## config.mk

```make
export PLATFORM = sky130hd
export DESIGN_NAME = axi_4_lite_mst_flat
export DESIGN_NICKNAME = d
export VERILOG_FILES = /design/src/rtl/axi_4_lite_mst_pkg.sv /design/src/rtl/axi_4_lite_mst_if.sv /design/src/rtl/axi_4_lite_mst.sv /design/src/flat_wrapper.sv
export SDC_FILE = /design/constraint.sdc
export NUM_CORES = 1
export LEC_CHECK = 0
export ABC_AREA = 1
export CORE_AREA = 3 3 132 134
export CTS_BUF_LIST = sky130_fd_sc_hd__clkbuf_16
export CTS_CLUSTER_SIZE = 8
export DETAILED_ROUTE_END_ITERATION = 10
export DIE_AREA = 0 0 135 137
export PLACE_DENSITY = 0.66
export REMOVE_ABC_BUFFERS = 1
export SLEW_MARGIN = 30
export SYNTH_ARGS = -nofsm -noshare
export SYNTH_HDL_FRONTEND = slang
export SYNTH_SLANG_ARGS = --single-unit
```

## constraint.sdc

```tcl
create_clock -name M_AXI_ACLK -period 1.51 [get_ports M_AXI_ACLK]
set_clock_uncertainty 0.1 [all_clocks]
set_input_delay 0.3775 -clock M_AXI_ACLK [delete_from_list [all_inputs] [get_ports M_AXI_ACLK]]
set_output_delay 0.3775 -clock M_AXI_ACLK [all_outputs]
set_load 0.02 [all_outputs]
```

## src/rtl/axi_4_lite_mst_pkg.sv

```systemverilog
// Shared definitions for the single-outstanding AXI4-Lite master bridge:
// default widths, response codes, PROT value and FSM state encodings.
package axi_4_lite_mst_pkg;

    localparam int unsigned ADDR_WIDTH_DEF = 32;
    localparam int unsigned DATA_WIDTH_DEF = 32;

    localparam logic [1:0] RESP_OKAY   = 2'b00;
    localparam logic [1:0] RESP_EXOKAY = 2'b01;
    localparam logic [1:0] RESP_SLVERR = 2'b10;
    localparam logic [1:0] RESP_DECERR = 2'b11;

    localparam logic [2:0] PROT_DEFAULT = 3'b000;

    typedef enum logic [2:0] {
        ST_IDLE  = 3'd0,
        ST_WR    = 3'd1,
        ST_WR_B  = 3'd2,
        ST_RD_AR = 3'd3,
        ST_RD_R  = 3'd4,
        ST_RSP   = 3'd5
    } state_e;

    // True for the two error codes a slave can return.
    function automatic logic resp_is_error(input logic [1:0] resp);
        return (resp == RESP_SLVERR) || (resp == RESP_DECERR);
    endfunction

endpackage

```

## src/rtl/axi_4_lite_mst_if.sv

```systemverilog
// Command/response side plus AXI4-Lite bus of the master bridge.
// The master modport is the bridge's view; slave is the sequencer+slave view.
interface axi_4_lite_mst_if #(
    parameter int unsigned C_AXI_ADDR_WIDTH   = axi_4_lite_mst_pkg::ADDR_WIDTH_DEF,
    parameter int unsigned C_AXI_DATA_WIDTH   = axi_4_lite_mst_pkg::DATA_WIDTH_DEF,
    parameter int unsigned C_AXI_STROBE_WIDTH = C_AXI_DATA_WIDTH / 8
);

    logic                          cmd_valid;
    logic                          cmd_ready;
    logic                          cmd_write;
    logic [C_AXI_ADDR_WIDTH-1:0]   cmd_addr;
    logic [C_AXI_DATA_WIDTH-1:0]   cmd_wdata;
    logic [C_AXI_STROBE_WIDTH-1:0] cmd_wstrb;

    logic                          rsp_valid;
    logic                          rsp_ready;
    logic                          rsp_write;
    logic [C_AXI_DATA_WIDTH-1:0]   rsp_rdata;
    logic [1:0]                    rsp_resp;
    logic                          busy;

    logic                          M_AXI_AWVALID;
    logic                          M_AXI_AWREADY;
    logic [C_AXI_ADDR_WIDTH-1:0]   M_AXI_AWADDR;
    logic [2:0]                    M_AXI_AWPROT;
    logic                          M_AXI_WVALID;
    logic                          M_AXI_WREADY;
    logic [C_AXI_DATA_WIDTH-1:0]   M_AXI_WDATA;
    logic [C_AXI_STROBE_WIDTH-1:0] M_AXI_WSTRB;
    logic                          M_AXI_BVALID;
    logic                          M_AXI_BREADY;
    logic [1:0]                    M_AXI_BRESP;
    logic                          M_AXI_ARVALID;
    logic                          M_AXI_ARREADY;
    logic [C_AXI_ADDR_WIDTH-1:0]   M_AXI_ARADDR;
    logic [2:0]                    M_AXI_ARPROT;
    logic                          M_AXI_RVALID;
    logic                          M_AXI_RREADY;
    logic [C_AXI_DATA_WIDTH-1:0]   M_AXI_RDATA;
    logic [1:0]                    M_AXI_RRESP;

    modport master (
        input  cmd_valid, cmd_write, cmd_addr, cmd_wdata, cmd_wstrb, rsp_ready,
        output cmd_ready, rsp_valid, rsp_write, rsp_rdata, rsp_resp, busy,
        output M_AXI_AWVALID, M_AXI_AWADDR, M_AXI_AWPROT,
        input  M_AXI_AWREADY,
        output M_AXI_WVALID, M_AXI_WDATA, M_AXI_WSTRB,
        input  M_AXI_WREADY,
        input  M_AXI_BVALID, M_AXI_BRESP,
        output M_AXI_BREADY,
        output M_AXI_ARVALID, M_AXI_ARADDR, M_AXI_ARPROT,
        input  M_AXI_ARREADY,
        input  M_AXI_RVALID, M_AXI_RDATA, M_AXI_RRESP,
        output M_AXI_RREADY
    );

    modport slave (
        output cmd_valid, cmd_write, cmd_addr, cmd_wdata, cmd_wstrb, rsp_ready,
        input  cmd_ready, rsp_valid, rsp_write, rsp_rdata, rsp_resp, busy,
        input  M_AXI_AWVALID, M_AXI_AWADDR, M_AXI_AWPROT,
        output M_AXI_AWREADY,
        input  M_AXI_WVALID, M_AXI_WDATA, M_AXI_WSTRB,
        output M_AXI_WREADY,
        output M_AXI_BVALID, M_AXI_BRESP,
        input  M_AXI_BREADY,
        input  M_AXI_ARVALID, M_AXI_ARADDR, M_AXI_ARPROT,
        output M_AXI_ARREADY,
        output M_AXI_RVALID, M_AXI_RDATA, M_AXI_RRESP,
        input  M_AXI_RREADY
    );

endinterface

```

## src/rtl/axi_4_lite_mst.sv

```systemverilog
// Single-outstanding AXI4-Lite master: turns one command into one AXI
// write or read and hands back the response. Every output is a flop.
module axi_4_lite_mst
    import axi_4_lite_mst_pkg::*;
#(
    parameter int unsigned C_AXI_ADDR_WIDTH   = ADDR_WIDTH_DEF,
    parameter int unsigned C_AXI_DATA_WIDTH   = DATA_WIDTH_DEF,
    parameter int unsigned C_AXI_STROBE_WIDTH = C_AXI_DATA_WIDTH / 8
) (
    input  logic                M_AXI_ACLK,
    input  logic                M_AXI_ARESETN,
    axi_4_lite_mst_if.master    bus
);

    state_e                        state_q,     state_d;
    logic                          cmd_ready_q, cmd_ready_d;
    logic                          busy_q,      busy_d;
    logic                          awvalid_q,   awvalid_d;
    logic                          wvalid_q,    wvalid_d;
    logic                          bready_q,    bready_d;
    logic                          arvalid_q,   arvalid_d;
    logic                          rready_q,    rready_d;
    logic                          rsp_valid_q, rsp_valid_d;
    logic                          rsp_write_q, rsp_write_d;
    logic [1:0]                    rsp_resp_q,  rsp_resp_d;
    logic [C_AXI_DATA_WIDTH-1:0]   rsp_rdata_q, rsp_rdata_d;
    logic [C_AXI_ADDR_WIDTH-1:0]   addr_q,      addr_d;
    logic [C_AXI_DATA_WIDTH-1:0]   wdata_q,     wdata_d;
    logic [C_AXI_STROBE_WIDTH-1:0] wstrb_q,     wstrb_d;

    always_comb begin
        // NOTE: every _d starts from its _q so no branch below can leave a
        // signal unassigned and infer a latch.
        state_d     = state_q;
        awvalid_d   = awvalid_q;
        wvalid_d    = wvalid_q;
        bready_d    = bready_q;
        arvalid_d   = arvalid_q;
        rready_d    = rready_q;
        rsp_valid_d = rsp_valid_q;
        rsp_write_d = rsp_write_q;
        rsp_resp_d  = rsp_resp_q;
        rsp_rdata_d = rsp_rdata_q;
        addr_d      = addr_q;
        wdata_d     = wdata_q;
        wstrb_d     = wstrb_q;

        case (state_q)
            ST_IDLE: begin
                if (cmd_ready_q && bus.cmd_valid) begin
                    addr_d = bus.cmd_addr;
                    if (bus.cmd_write) begin
                        wdata_d   = bus.cmd_wdata;
                        wstrb_d   = bus.cmd_wstrb;
                        awvalid_d = 1'b1;
                        wvalid_d  = 1'b1;
                        bready_d  = 1'b1;
                        state_d   = ST_WR;
                    end else begin
                        arvalid_d = 1'b1;
                        rready_d  = 1'b1;
                        state_d   = ST_RD_AR;
                    end
                end
            end

            ST_WR: begin
                // AW and W retire independently; a B seen here is ignored.
                if (awvalid_q && bus.M_AXI_AWREADY) awvalid_d = 1'b0;
                if (wvalid_q && bus.M_AXI_WREADY)   wvalid_d  = 1'b0;
                if (!awvalid_d && !wvalid_d)        state_d   = ST_WR_B;
            end

            ST_WR_B: begin
                if (bready_q && bus.M_AXI_BVALID) begin
                    bready_d    = 1'b0;
                    rsp_valid_d = 1'b1;
                    rsp_write_d = 1'b1;
                    rsp_rdata_d = '0;
                    rsp_resp_d  = bus.M_AXI_BRESP;
                    state_d     = ST_RSP;
                end
            end

            ST_RD_AR: begin
                if (arvalid_q && bus.M_AXI_ARREADY) begin
                    arvalid_d = 1'b0;
                    state_d   = ST_RD_R;
                end
            end

            ST_RD_R: begin
                if (rready_q && bus.M_AXI_RVALID) begin
                    rready_d    = 1'b0;
                    rsp_valid_d = 1'b1;
                    rsp_write_d = 1'b0;
                    rsp_rdata_d = bus.M_AXI_RDATA;
                    rsp_resp_d  = bus.M_AXI_RRESP;
                    state_d     = ST_RSP;
                end
            end

            ST_RSP: begin
                if (bus.rsp_ready) begin
                    rsp_valid_d = 1'b0;
                    state_d     = ST_IDLE;
                end
            end

            default: state_d = ST_IDLE;
        endcase

        // Registered copies of "next state is IDLE", so cmd_ready rises the
        // cycle after the response handshake and never in the same cycle.
        cmd_ready_d = (state_d == ST_IDLE);
        busy_d      = (state_d != ST_IDLE);
    end

    always_ff @(posedge M_AXI_ACLK or negedge M_AXI_ARESETN) begin
        if (!M_AXI_ARESETN) begin
            // NOTE: the address/data holding registers are reset as well,
            // because they drive bus outputs that must read 0 out of reset.
            state_q     <= ST_IDLE;
            cmd_ready_q <= 1'b0;
            busy_q      <= 1'b0;
            awvalid_q   <= 1'b0;
            wvalid_q    <= 1'b0;
            bready_q    <= 1'b0;
            arvalid_q   <= 1'b0;
            rready_q    <= 1'b0;
            rsp_valid_q <= 1'b0;
            rsp_write_q <= 1'b0;
            rsp_resp_q  <= RESP_OKAY;
            rsp_rdata_q <= '0;
            addr_q      <= '0;
            wdata_q     <= '0;
            wstrb_q     <= '0;
        end else begin
            // NOTE: non-blocking here so every flop samples pre-edge values.
            state_q     <= state_d;
            cmd_ready_q <= cmd_ready_d;
            busy_q      <= busy_d;
            awvalid_q   <= awvalid_d;
            wvalid_q    <= wvalid_d;
            bready_q    <= bready_d;
            arvalid_q   <= arvalid_d;
            rready_q    <= rready_d;
            rsp_valid_q <= rsp_valid_d;
            rsp_write_q <= rsp_write_d;
            rsp_resp_q  <= rsp_resp_d;
            rsp_rdata_q <= rsp_rdata_d;
            addr_q      <= addr_d;
            wdata_q     <= wdata_d;
            wstrb_q     <= wstrb_d;
        end
    end

    assign bus.cmd_ready     = cmd_ready_q;
    assign bus.busy          = busy_q;
    assign bus.rsp_valid     = rsp_valid_q;
    assign bus.rsp_write     = rsp_write_q;
    assign bus.rsp_rdata     = rsp_rdata_q;
    assign bus.rsp_resp      = rsp_resp_q;

    assign bus.M_AXI_AWVALID = awvalid_q;
    assign bus.M_AXI_AWADDR  = addr_q;
    assign bus.M_AXI_AWPROT  = PROT_DEFAULT;
    assign bus.M_AXI_WVALID  = wvalid_q;
    assign bus.M_AXI_WDATA   = wdata_q;
    assign bus.M_AXI_WSTRB   = wstrb_q;
    assign bus.M_AXI_BREADY  = bready_q;
    assign bus.M_AXI_ARVALID = arvalid_q;
    assign bus.M_AXI_ARADDR  = addr_q;
    assign bus.M_AXI_ARPROT  = PROT_DEFAULT;
    assign bus.M_AXI_RREADY  = rready_q;

    // A write response before both AW and W completed is a slave protocol error.
    b_before_aw_w_done: assert property (
        @(posedge M_AXI_ACLK) disable iff (!M_AXI_ARESETN)
        !(state_q == ST_WR && bus.M_AXI_BVALID && bready_q)
    );

endmodule

```

## src/flat_wrapper.sv

```systemverilog
// flat-port wrapper written by rule: the top's interface ports become plain ports
module axi_4_lite_mst_flat import axi_4_lite_mst_pkg::*;
#(
    parameter int unsigned C_AXI_ADDR_WIDTH   = ADDR_WIDTH_DEF,
    parameter int unsigned C_AXI_DATA_WIDTH   = DATA_WIDTH_DEF,
    parameter int unsigned C_AXI_STROBE_WIDTH = C_AXI_DATA_WIDTH / 8
)
  (M_AXI_ACLK, M_AXI_ARESETN, bus_cmd_valid, bus_cmd_write, bus_cmd_addr, bus_cmd_wdata, bus_cmd_wstrb, bus_rsp_ready, bus_cmd_ready, bus_rsp_valid, bus_rsp_write, bus_rsp_rdata, bus_rsp_resp, bus_busy, bus_M_AXI_AWVALID, bus_M_AXI_AWADDR, bus_M_AXI_AWPROT, bus_M_AXI_AWREADY, bus_M_AXI_WVALID, bus_M_AXI_WDATA, bus_M_AXI_WSTRB, bus_M_AXI_WREADY, bus_M_AXI_BVALID, bus_M_AXI_BRESP, bus_M_AXI_BREADY, bus_M_AXI_ARVALID, bus_M_AXI_ARADDR, bus_M_AXI_ARPROT, bus_M_AXI_ARREADY, bus_M_AXI_RVALID, bus_M_AXI_RDATA, bus_M_AXI_RRESP, bus_M_AXI_RREADY);
  axi_4_lite_mst_if #(.C_AXI_ADDR_WIDTH(C_AXI_ADDR_WIDTH), .C_AXI_DATA_WIDTH(C_AXI_DATA_WIDTH), .C_AXI_STROBE_WIDTH(C_AXI_STROBE_WIDTH)) bus_i ();
  input  logic M_AXI_ACLK;
  input  logic M_AXI_ARESETN;
  input wire logic [$bits(bus_i.cmd_valid)-1:0] bus_cmd_valid;
  input wire logic [$bits(bus_i.cmd_write)-1:0] bus_cmd_write;
  input wire logic [$bits(bus_i.cmd_addr)-1:0] bus_cmd_addr;
  input wire logic [$bits(bus_i.cmd_wdata)-1:0] bus_cmd_wdata;
  input wire logic [$bits(bus_i.cmd_wstrb)-1:0] bus_cmd_wstrb;
  input wire logic [$bits(bus_i.rsp_ready)-1:0] bus_rsp_ready;
  output wire logic [$bits(bus_i.cmd_ready)-1:0] bus_cmd_ready;
  output wire logic [$bits(bus_i.rsp_valid)-1:0] bus_rsp_valid;
  output wire logic [$bits(bus_i.rsp_write)-1:0] bus_rsp_write;
  output wire logic [$bits(bus_i.rsp_rdata)-1:0] bus_rsp_rdata;
  output wire logic [$bits(bus_i.rsp_resp)-1:0] bus_rsp_resp;
  output wire logic [$bits(bus_i.busy)-1:0] bus_busy;
  output wire logic [$bits(bus_i.M_AXI_AWVALID)-1:0] bus_M_AXI_AWVALID;
  output wire logic [$bits(bus_i.M_AXI_AWADDR)-1:0] bus_M_AXI_AWADDR;
  output wire logic [$bits(bus_i.M_AXI_AWPROT)-1:0] bus_M_AXI_AWPROT;
  input wire logic [$bits(bus_i.M_AXI_AWREADY)-1:0] bus_M_AXI_AWREADY;
  output wire logic [$bits(bus_i.M_AXI_WVALID)-1:0] bus_M_AXI_WVALID;
  output wire logic [$bits(bus_i.M_AXI_WDATA)-1:0] bus_M_AXI_WDATA;
  output wire logic [$bits(bus_i.M_AXI_WSTRB)-1:0] bus_M_AXI_WSTRB;
  input wire logic [$bits(bus_i.M_AXI_WREADY)-1:0] bus_M_AXI_WREADY;
  input wire logic [$bits(bus_i.M_AXI_BVALID)-1:0] bus_M_AXI_BVALID;
  input wire logic [$bits(bus_i.M_AXI_BRESP)-1:0] bus_M_AXI_BRESP;
  output wire logic [$bits(bus_i.M_AXI_BREADY)-1:0] bus_M_AXI_BREADY;
  output wire logic [$bits(bus_i.M_AXI_ARVALID)-1:0] bus_M_AXI_ARVALID;
  output wire logic [$bits(bus_i.M_AXI_ARADDR)-1:0] bus_M_AXI_ARADDR;
  output wire logic [$bits(bus_i.M_AXI_ARPROT)-1:0] bus_M_AXI_ARPROT;
  input wire logic [$bits(bus_i.M_AXI_ARREADY)-1:0] bus_M_AXI_ARREADY;
  input wire logic [$bits(bus_i.M_AXI_RVALID)-1:0] bus_M_AXI_RVALID;
  input wire logic [$bits(bus_i.M_AXI_RDATA)-1:0] bus_M_AXI_RDATA;
  input wire logic [$bits(bus_i.M_AXI_RRESP)-1:0] bus_M_AXI_RRESP;
  output wire logic [$bits(bus_i.M_AXI_RREADY)-1:0] bus_M_AXI_RREADY;
  assign bus_i.cmd_valid = bus_cmd_valid;
  assign bus_i.cmd_write = bus_cmd_write;
  assign bus_i.cmd_addr = bus_cmd_addr;
  assign bus_i.cmd_wdata = bus_cmd_wdata;
  assign bus_i.cmd_wstrb = bus_cmd_wstrb;
  assign bus_i.rsp_ready = bus_rsp_ready;
  assign bus_cmd_ready = bus_i.cmd_ready;
  assign bus_rsp_valid = bus_i.rsp_valid;
  assign bus_rsp_write = bus_i.rsp_write;
  assign bus_rsp_rdata = bus_i.rsp_rdata;
  assign bus_rsp_resp = bus_i.rsp_resp;
  assign bus_busy = bus_i.busy;
  assign bus_M_AXI_AWVALID = bus_i.M_AXI_AWVALID;
  assign bus_M_AXI_AWADDR = bus_i.M_AXI_AWADDR;
  assign bus_M_AXI_AWPROT = bus_i.M_AXI_AWPROT;
  assign bus_i.M_AXI_AWREADY = bus_M_AXI_AWREADY;
  assign bus_M_AXI_WVALID = bus_i.M_AXI_WVALID;
  assign bus_M_AXI_WDATA = bus_i.M_AXI_WDATA;
  assign bus_M_AXI_WSTRB = bus_i.M_AXI_WSTRB;
  assign bus_i.M_AXI_WREADY = bus_M_AXI_WREADY;
  assign bus_i.M_AXI_BVALID = bus_M_AXI_BVALID;
  assign bus_i.M_AXI_BRESP = bus_M_AXI_BRESP;
  assign bus_M_AXI_BREADY = bus_i.M_AXI_BREADY;
  assign bus_M_AXI_ARVALID = bus_i.M_AXI_ARVALID;
  assign bus_M_AXI_ARADDR = bus_i.M_AXI_ARADDR;
  assign bus_M_AXI_ARPROT = bus_i.M_AXI_ARPROT;
  assign bus_i.M_AXI_ARREADY = bus_M_AXI_ARREADY;
  assign bus_i.M_AXI_RVALID = bus_M_AXI_RVALID;
  assign bus_i.M_AXI_RDATA = bus_M_AXI_RDATA;
  assign bus_i.M_AXI_RRESP = bus_M_AXI_RRESP;
  assign bus_M_AXI_RREADY = bus_i.M_AXI_RREADY;
  axi_4_lite_mst #(.C_AXI_ADDR_WIDTH(C_AXI_ADDR_WIDTH), .C_AXI_DATA_WIDTH(C_AXI_DATA_WIDTH), .C_AXI_STROBE_WIDTH(C_AXI_STROBE_WIDTH)) u_core (.M_AXI_ACLK(M_AXI_ACLK), .M_AXI_ARESETN(M_AXI_ARESETN), .bus(bus_i));
endmodule
```

-- Word level (Yosys, flattened, before mapping)
Index checks and enable logic that the tools add are counted.
- equality and inequality tests: 12
- muxes and demuxes: 35
- reductions and logical operators: 26
- operators with widths (kind ; count):
    32-bit two-way mux ; 2
    32-bit one-hot mux with 2 select lines ; 1
    3-bit two-way mux ; 6
    3-bit one-hot mux with 6 select lines ; 1
    4-bit AND reduction ; 4
    1-bit two-way mux ; 14
    1-bit one-hot mux with 2 select lines ; 6
    2-bit nonzero test ; 5
    3-bit AND reduction ; 3
    2-bit by 1-bit != test with 1-bit output (second input constant) ; 4
    1-bit logical AND ; 7
    3-bit by 2-bit == test with 1-bit output (second input constant) ; 2
    3-bit == test (second input constant) ; 2
    3-bit logical NOT ; 2
    2-bit two-way mux ; 3
    2-bit != test (second input constant) ; 3
    3-bit nonzero test ; 2
    2-bit one-hot mux with 2 select lines ; 1
    3-bit by 1-bit == test with 1-bit output (second input constant) ; 1
    1-bit one-hot mux with 3 select lines ; 1
    1-bit logical NOT ; 2
    2-bit AND reduction ; 1
- flip-flop bits (word level): 114
- output and inout port bits: 149

-- Logic depth before layout (Yosys ltp)
- word-level depth: 8
- depth in mapped cells: 8
- mapped depth without buffers: 8

-- Worst setup path before layout
No wires, ideal clock.
- path type: reg2reg
- start: reg u_core.state_q[0]
- end: reg u_core.wdata_q[24] (netlist: u_core.bus.M_AXI_WDATA[24])
- library setup time: 117 ps
- data arrival time: 1261 ps
- data required time: 1293 ps
- path slack: 32 ps
- cell stages (with the launch flop): 9
- path buffers: 2
- period minus slack after synthesis: 1478 ps
- cell sequence: dfrtp_1 > nor2_4 > nand2_1 > nor2_4 > nand2_1 > buf_2 > buf_6 > nand2_1 > nand2_1
- cells in the longest elaborated chain, start to end: 2
- RTL lines (element ; line ; RTL):
    start, declared ; axi_4_lite_mst.sv:15 ; state_e state_q, state_d;
    start signal, assigned ; axi_4_lite_mst.sv:140 ; state_q <= state_d;
    3-bit logical NOT ; axi_4_lite_mst.sv:48 ; case (state_q)
    3-bit AND reduction (no source line) ; n/a ;
    end signal, assigned ; axi_4_lite_mst.sv:153 ; wdata_q <= wdata_d;
    end, declared ; axi_4_lite_mst.sv:28 ; logic [C_AXI_DATA_WIDTH-1:0] wdata_q, wdata_d;
Every way passes these cells.
A chain may end at the register's enable or synchronous reset.

-- Worst setup path after layout
- start: reg u_core.addr_q[10] (netlist: u_core.bus.M_AXI_ARADDR[10])
- end: out bus_M_AXI_ARADDR[10]
- RTL lines (element ; line ; RTL):
    start, declared ; axi_4_lite_mst.sv:27 ; logic [C_AXI_ADDR_WIDTH-1:0] addr_q, addr_d;
    start signal, assigned ; axi_4_lite_mst.sv:152 ; addr_q <= addr_d;
    end, declared ; flat_wrapper.sv:36 ; output wire logic [$bits(bus_i.M_AXI_ARADDR)-1:0] bus_M_AXI_ARADDR;
No word-level cell between the ends.

==> metrics.csv <==
metric;value;unit
H-tree levels;4;
Worst path slowest cell;dfrtp_2;
Setup CP Type;reg2out;
slowest stage delay, CP;0.45;ns
layout cell share with drive strength beyond 1;28.0;%
GRT Max-Usage Layer;met2;
Slew Viols, Final;0;
initial antenna violation count;0;
hpwl dp;11.2;mm
nature of the critical path startpoint;flip-flop;
Final ANT Viol Nets;0;
I/O Pins;263;
Critical Path Sink Type;output pin;
CTS buffer count;17;
Placement Cell Area;0.00775;sq mm
# nets final;945;
max_cap viols;0;
setup violators final;0;
Critical Path AT;1.00;ns
Fmax;678;MHz
Cell Area, Synth;0.00490;sq mm
P_leak;4.24;nW
Register Area;0.00286;sq mm
Die X;135;um
Synth Instances;570;
status;complete, no violations;
Buf/Inv on CP;1;
most common cell after layout, fill and taps aside;nand2_1;
Longest Clk Path Bufs;2;
Final Hold Fails;0;
FP Rows;47;
Synth warnings;0;
initial core utilization;29.9;%
area occupied by multi-input gates;0.00161;sq mm
final core utilization;47.2;%
Power Density;2070;mW/mm^2
R2R Setup Slk;0.04;ns
fillers;1627;
Root Buffer;clkbuf_16;
Layout area overhead;57.8;%
Worst-Skew Late Latency;0.41;ns
CP Data Required Time;1.03;ns
crit-path leading delay family;flip-flops;
Global Route Usage Sum;16.5;%
vias per cell;4.37;
CTS tree;done;
grt ovf;0;
synth unique cells;25;
cell area after layout;0.00774;sq mm
Period minus WS final;1.48;ns
DRT Wirelength;15.6;mm
routability cong.;0.782;
Setup TNS;0;ns
# DRC;0;
drt first pass iters;4;
RSZ-0062 raised after global routing;yes;
Reg clk slew, reported paths;0.05;ns
die area;0.0185;sq mm
die height;137;um
crit-path max FO;3;
Worst IR Drop VDD;845;uV
final period utilization;97.7;%
CP Cell Sequence;buf_6;
met3 Usage GRT;7.13;%
global-route wire length before repair;23.6;mm
vias in the first global route;4403;
clk sinks;114;
Syn Area/Cell;8.60;sq um
PnR Total Power;0.0160;W
hold slack;0.300;ns
vias;4643;
met1 Use GR;20.8;%
core area;0.0164;sq mm
largest net degree at the start of global routing;44;
Port Buffers;256;
M2 GR Usage;25.7;%
n_diodes;0;
Tightest Hold Check Type;in2async;
wire per inst;14.7;um
initial DRC count;186;
most frequent cells in the layout;265 x nand2_1, 135 x buf_2, 112 x clkdlybuf4s50_1;
sequential share of the synthesized area;58.2;%
synthesized flop and latch total;114;
## final timing paths
check / cells past startpoint / from / endpoint
max: 1 / u_core.bus.M_AXI_ARADDR[10] / bus_M_AXI_ARADDR[10]
min: 2 / M_AXI_ARESETN / u_core.bus.rsp_rdata[31]
max reg2reg: 8 / u_core.state_q[1] / u_core.bus.rsp_rdata[4]
min reg2reg: 2 / u_core.bus.M_AXI_WDATA[20] / u_core.bus.M_AXI_WDATA[20]
max in group asynchronous: 3 / M_AXI_ARESETN / u_core.state_q[1]
min in group M_AXI_ACLK: 2 / u_core.bus.M_AXI_WDATA[20] / u_core.bus.M_AXI_WDATA[20]
## cell type report
class                   count  share of cell area [%]
clock inverters            14                    1.31
clock buffers              17                    5.50
well taps                 220                    3.56
multi-input cells         378                    20.8
flip-flops and latches    114                    36.9
repair buffers            302                    31.0
inverters                  18                   0.906
## synth_stat cells
cell type	instances	area, sq um
nor3_1	1	5.00
o21ai_0	1	5.00
o21a_1	3	22.5
o211ai_1	1	7.51
inv_2	4	15.0
buf_4	40	300
nand3_1	76	380
nand4_1	2	12.5
a21boi_0	1	7.51
a21oi_1	2	10.0
nor2_2	1	6.26
nand3b_1	1	7.51
buf_6	1	11.3
and2_1	1	6.26
clkbuf_1	8	30.0
buf_2	16	80.1
nor2_4	2	22.5
dfrtp_1	114	2850
a31oi_1	2	12.5
nor2_1	9	33.8
nand2_2	1	6.26
inv_1	14	52.6
nand3_2	1	10.0
nand2_1	267	1000
conb_1	1	3.75
## what timing repair did
item                                    CTS  global route
hold buffers                              1             0
hold endpoints to repair                 16             0
gates cloned                              0             1
pin swaps                                 3             4
endpoints found under the setup margin  205           112
gates resized for setup                 587            13
buffers inserted                          2             5
## flip-flops by register name, summed over array words and instances (netlist names), 2 cells and up
| name | flops |
|---|---|
| u_core.bus.rsp_resp | 2 |
| u_core.bus.M_AXI_WSTRB | 4 |
| u_core.bus.M_AXI_WDATA | 32 |
| u_core.bus.M_AXI_ARADDR | 32 |
| u_core.state_q | 3 |
| u_core.bus.rsp_rdata | 32 |
## through the flow
stage,instances,setup slack [ns]
after floorplan,510,-1.22
after global placement,1023,-0.333
after detailed placement,1023,-0.346
after CTS,1057,-0.00775
after global routing,1063,-0.0509
final,1063,0.0346
## report_power, final
part / internal, W / switching [W]
clock network: 0.00220 / 0.00139
logic: 0.00270 / 0.00446
registers: 0.00436 / 0.000881
total: 0.00927 / 0.00673
## routing by layer
layer | wire, um | vias to the layer above | share of wire, %
met5 | 0 | - | 0
met4 | 209 | 0 | 1.3
met3 | 1710 | 16 | 11
met2 | 7260 | 219 | 46
met1 | 6440 | 2142 | 41
li1 | - | 2266 | -
## cell families (layout without fill, tap and decap cells)
kind of cell           count (synthesis)  count (layout)  share of synthesized area (%)
and+or+nand+nor                      362             362                           30.4
DFF                                  114             114                           58.2
buffers and inverters                 83             351                           9.98
AOI/OAI and AO/OA                     10              10                           1.33
other                                  1               6                         0.0765
Power figures use the tool's default switching activity.
